### config.mk
export PLATFORM = sky130hd
export DESIGN_NAME = stopwatch_ctrl
export DESIGN_NICKNAME = d
export VERILOG_FILES = /design/src/rtl/stopwatch_ctrl.sv
export SDC_FILE = /design/constraint.sdc
export NUM_CORES = 1
export LEC_CHECK = 0
export ABC_AREA = 1
export ABC_CLOCK_PERIOD_IN_PS = 2100
export CAP_MARGIN = 10
export CELL_PAD_IN_SITES_DETAIL_PLACEMENT = 1
export CELL_PAD_IN_SITES_GLOBAL_PLACEMENT = 1
export CORE_AREA = 2 2 92 77
export DETAILED_ROUTE_END_ITERATION = 8
export DIE_AREA = 0 0 94 79
export GPL_ROUTABILITY_DRIVEN = 0
export PLACE_DENSITY = 0.8
export SLEW_MARGIN = 20
export SYNTH_ARGS = -nofsm -noshare
export SYNTH_HDL_FRONTEND = slang
export SYNTH_SLANG_ARGS = --single-unit
### constraint.sdc
create_clock -name clk -period 2.1 [get_ports clk]
set_input_delay 0.21 -clock clk [delete_from_list [all_inputs] [get_ports clk]]
set_output_delay 0.21 -clock clk [all_outputs]
set_load 0.05 [all_outputs]
### src/rtl/stopwatch_ctrl.sv
// Stopwatch sequencing controller: button conditioning, run/pause/lap/clear FSM,
// 1/100 s tick prescaler with saturation at 99.99 and lap snapshot register.
module stopwatch_ctrl #(
    parameter int TICK_DIV = 1000000,
    parameter int DIV_W    = 20
) (
    input  logic        clk,
    input  logic        rst,
    input  logic        btn_ss,
    input  logic        btn_lr,
    input  logic [15:0] time_bcd,
    input  logic        at_max,
    output logic        tick,
    output logic        count_clear,
    output logic        display_freeze,
    output logic [15:0] lap_bcd,
    output logic [1:0]  state
);

    typedef enum logic [1:0] {
        IDLE  = 2'b00,
        RUN   = 2'b01,
        LAP   = 2'b10,
        PAUSE = 2'b11
    } state_t;

    state_t             state_reg, state_next;
    logic [DIV_W-1:0]   presc_reg, presc_next;
    logic               tick_reg, tick_next;
    logic               clear_reg, clear_next;
    logic               freeze_reg, freeze_next;
    logic [15:0]        lap_reg, lap_next;
    logic [1:0]         fill_reg;
    logic [1:0]         btn_raw;
    logic [1:0]         pulse;
    logic               ss_p, lr_p;

    assign btn_raw = {btn_lr, btn_ss};

    // Counts the two cycles the synchronizers need to hold real button levels
    // after reset, so an arming decision never looks at the reset zeros.
    always_ff @(posedge clk or negedge rst) begin
        if (!rst) begin
            fill_reg <= 2'd0;
        end else if (fill_reg != 2'd2) begin
            fill_reg <= fill_reg + 2'd1;
        end
    end

    genvar gi;
    generate
        for (gi = 0; gi < 2; gi++) begin : g_btn
            logic sync1_reg, sync2_reg, prev_reg, pulse_reg, armed_reg;

            // A button held through reset stays disarmed until it is seen low.
            always_ff @(posedge clk or negedge rst) begin
                if (!rst) begin
                    sync1_reg <= 1'b0;
                    sync2_reg <= 1'b0;
                    prev_reg  <= 1'b0;
                    pulse_reg <= 1'b0;
                    armed_reg <= 1'b0;
                end else begin
                    sync1_reg <= btn_raw[gi];
                    sync2_reg <= sync1_reg;
                    prev_reg  <= sync2_reg;
                    pulse_reg <= sync2_reg & ~prev_reg & armed_reg;
                    if (fill_reg == 2'd2 && !sync2_reg) begin
                        armed_reg <= 1'b1;
                    end
                end
            end

            assign pulse[gi] = pulse_reg;
        end
    endgenerate

    assign ss_p = pulse[0];
    assign lr_p = pulse[1];

    logic running, wrap, sat;
    assign running = (state_reg == RUN) || (state_reg == LAP);
    assign wrap    = (presc_reg == DIV_W'(TICK_DIV - 1));
    assign sat     = running && wrap && at_max;

    always_comb begin
        state_next = state_reg;
        presc_next = presc_reg;
        tick_next  = running && wrap && !at_max;
        clear_next = 1'b0;
        lap_next   = lap_reg;
        if (running) begin
            presc_next = wrap ? '0 : presc_reg + DIV_W'(1);
        end
        case (state_reg)
            IDLE: begin
                if (ss_p) state_next = RUN;
            end
            RUN: begin
                if (sat || ss_p) begin
                    state_next = PAUSE;
                end else if (lr_p) begin
                    state_next = LAP;
                    lap_next   = time_bcd;
                end
            end
            LAP: begin
                if (sat || ss_p) state_next = PAUSE;
                else if (lr_p)   state_next = RUN;
            end
            PAUSE: begin
                // ss_p always shadows lr_p, even when at_max blocks the resume.
                if (ss_p) begin
                    if (!at_max) state_next = RUN;
                end else if (lr_p) begin
                    state_next = IDLE;
                    clear_next = 1'b1;
                    presc_next = '0;
                    lap_next   = 16'h0000;
                end
            end
            default: state_next = IDLE;
        endcase
        freeze_next = (state_next == LAP);
    end

    always_ff @(posedge clk or negedge rst) begin
        if (!rst) begin
            state_reg  <= IDLE;
            presc_reg  <= '0;
            tick_reg   <= 1'b0;
            clear_reg  <= 1'b0;
            freeze_reg <= 1'b0;
            lap_reg    <= 16'h0000;
        end else begin
            state_reg  <= state_next;
            presc_reg  <= presc_next;
            tick_reg   <= tick_next;
            clear_reg  <= clear_next;
            freeze_reg <= freeze_next;
            lap_reg    <= lap_next;
        end
    end

    assign tick           = tick_reg;
    assign count_clear    = clear_reg;
    assign display_freeze = freeze_reg;
    assign lap_bcd        = lap_reg;
    assign state          = state_reg;

endmodule
==> flow_summary.toml <==
[clock_network]
cts_tree = "done"
numCtsBuffers = 5
clk_pin_slew_ps = 100
clk_path_buf_depth = 2
clkSinkCount = 53
cts_htree_levels = 2
clk_latency_ps = 320
clock-root-buffer = "clkbuf_8"

[synthesis]
ys.flop_type = "dfrtp_1"
ys_seq_elements = 53
synth_edf_count = 0
synth_top_area_frac = 0.524
synth_top_area_cell = "dfrtp_1"
ys.warnings.count = 0
netlist_area_um2 = 2530
synth_common_cells = "nand2_1 (64), dfrtp_1 (53), inv_1 (29), nor2_1 (27), o21ai_2 (14)"
synthArstFlopShare = 1.00
yosysUniqueCellTypes = 35
yosysSeqAreaShare = 0.524
synth.most_common_cell = "nand2_1"
synth.area.top_cells = "dfrtp_1 (52%), nand2_1 (9.5%), o21ai_2 (4.8%)"
synthCells = 275
synthesis.nets = 302
syn_avg_cell_area_um2 = 9.20

[detailed_routing]
drtPass1Iterations = 4
drt_wl_total_um = 5930
drtAntennaViolNets = 0
post_drt_wl_per_cell_um = 14.3
routed_via_density = 4.90
dr_total_vias = 2034
first_iter_violations = 55
drc_errors = 0

[floorplanning]
initial_core_util = 0.384
rows = 27
coreArea_um2 = 6590
die_x_um = 94
die_y_um = 79
pin_count = 42
die_area_um2 = 7430

[pwr]
p_int_mw = 2.31
fin_total_pwr_mw = 4.17
pwr-share-clk = 0.171
pwr-share-seq = 0.347
peakVddDrop_mv = 0.525
switching_power_mw = 1.85
switching_share = 0.445
leakage_nw = 1.50
power_frac_comb = 0.482
p_per_area_nw_per_um2 = 1290

[status]
run_status = "finished clean"

[cells_and_area]
fin_cells = 415
drive_above_1_share = 0.180
num-nets-final = 354
largest_reg_flops = 20
diodes = 0
area_delta_synth_final_pct = 27.7

[global_route]
grt_max_degree = 33
grt.total_usage = 0.166
antenna_found_initial = 0
overflow = 0
grt_pass1_vias = 2081
grt_first_pass_wirelength_um = 9720

[critical_path]
required_ps = 2310
cp-start-kind = "flop"
crit_fanout = 16
arrival_ps = 2190
crit_path_end_kind = "flop"
crit_type = "reg2reg"

[sta]
holdWs_ps = 321
slew_headroom = 0.632
layout_setup_ws_ps = 126
slew_violations = 0
fin_crit_ps = 1970
period_share = 0.940
setup_viol = 0
max_slew.worst_pin.slew_ps = 552
final.setup_skew_ps = 6.92
max_freq_ghz = 0.507
hold_viol = 0

[flow_run]
cap_violations = 0

[placed_design]
dp_slack_ps = -3.06
dp_cells = 402
place_hpwl_um = 4250
port-buffer-count = 41

[hold_path]
hp-class = "in2reg"
==> power groups by stage <==
stage	Clock [mW]	Sequential [mW]	Combinational, mW
2_1_floorplan	0	2.00	0.759
3_3_place_gp	0	1.46	1.86
3_5_place_dp	0	1.48	1.91
4_1_cts	0.727	1.46	1.94
5_1_grt	0.770	1.47	2.18
6_report	0.712	1.44	2.01
==> per-layer routing <==
metal / vias to the layer above / global-route usage / part of all wire
met3: 6 / 0.0332 / 0.029
met4: 0 / 0.0522 / 0.014
met5: - / 0 / 0
met1: 1015 / 0.216 / 0.45
li1: 982 / - / -
met2: 31 / 0.279 / 0.50
==> area by class of cell <==
cell class	instances	area [µm²]
Clock buffer	5	68.8
Clock inverter	3	46.3
Fill cell	774	3360
Inverter	31	118
Multi-Input combinational cell	188	1090
Sequential cell	53	1330
Tap cell	87	109
Timing Repair Buffer	48	473
==> worst paths after layout <==
path                                          from                  to  slack, ps  cells past startpoint
worst max-delay path                      state[1]          lap_bcd[0]        130                      8
worst min-delay path                        btn_ss  g_btn[0].sync1_reg        320                      1
worst max register to register            state[1]          lap_bcd[0]        130                      8
worst min register to register  g_btn[0].sync1_reg  g_btn[0].sync2_reg        360                      0
max in group asynchronous                      rst            state[1]       1130                      3
min in group asynchronous                      rst       presc_reg[17]        410                      2
==> worst max-delay path: stages, from the launching register on <==
cell	delay (ps)
dfrtp_2	440
buf_4	150
ha_1	230
clkinv_1	100
o21ai_0	150
nor2_2	450
nand2_8	200
nand2_2	100
o21ai_2	50
==> cell families (layout without fill, tap and decap cells) <==
family | Yosys count | count (layout) | share of synthesized area
XOR/XNOR | 7 | 7 | 0.0242
flip-flops | 53 | 53 | 0.524
buffers and inverters | 36 | 87 | 0.0648
AO/OA/AOI/OAI | 37 | 37 | 0.0979
adder cells (fa/ha/maj) | 6 | 6 | 0.0297
AND/OR/NAND/NOR | 136 | 138 | 0.259
==> what timing repair did <==
action                                  4_1_cts  5_1_grt
hold endpoints to repair                     22        0
endpoints found under the setup margin       12       17
gates resized for setup                       1        3
gates cloned                                  0        2
hold buffers                                  1        0
pin swaps                                     0        2
setup buffers                                 0        2
==> cells in the final DEF (no fill, tap or decap), types with 2 or more instances in the layout <==
master           count
or2_2                2
dfrtp_2              2
buf_4                5
nand2_1             64
a31oi_1              2
nor3_1               9
clkdlybuf4s50_1     40
nand2_8              2
nor3_2               2
a21oi_1              6
nand2_4              2
inv_1               29
nor2_2               5
ha_1                 6
nand2_2              6
dfrtp_1             51
nand3_1              8
clkbuf_8             5
o21ai_2             14
xnor2_1              4
a211oi_1             2
nor2_4               2
o21ai_0             11
nand4_1              2
xor2_1               3
nand3_2              3
nor2_1              26
==> metrics by stage <==
stage / cell area (µm²) / utilization / setup TNS (ps)
4_1_cts: 3180 / 0.482 / 0
3_5_place_dp: 3040 / 0.462 / -3.06
3_3_place_gp: 3040 / 0.462 / 0
2_1_floorplan: 2530 / - / 0
5_1_grt: 3230 / 0.490 / -31.4
6_report: 3230 / 0.490 / 0
Note: power is estimated with default switching activity, not from simulation.
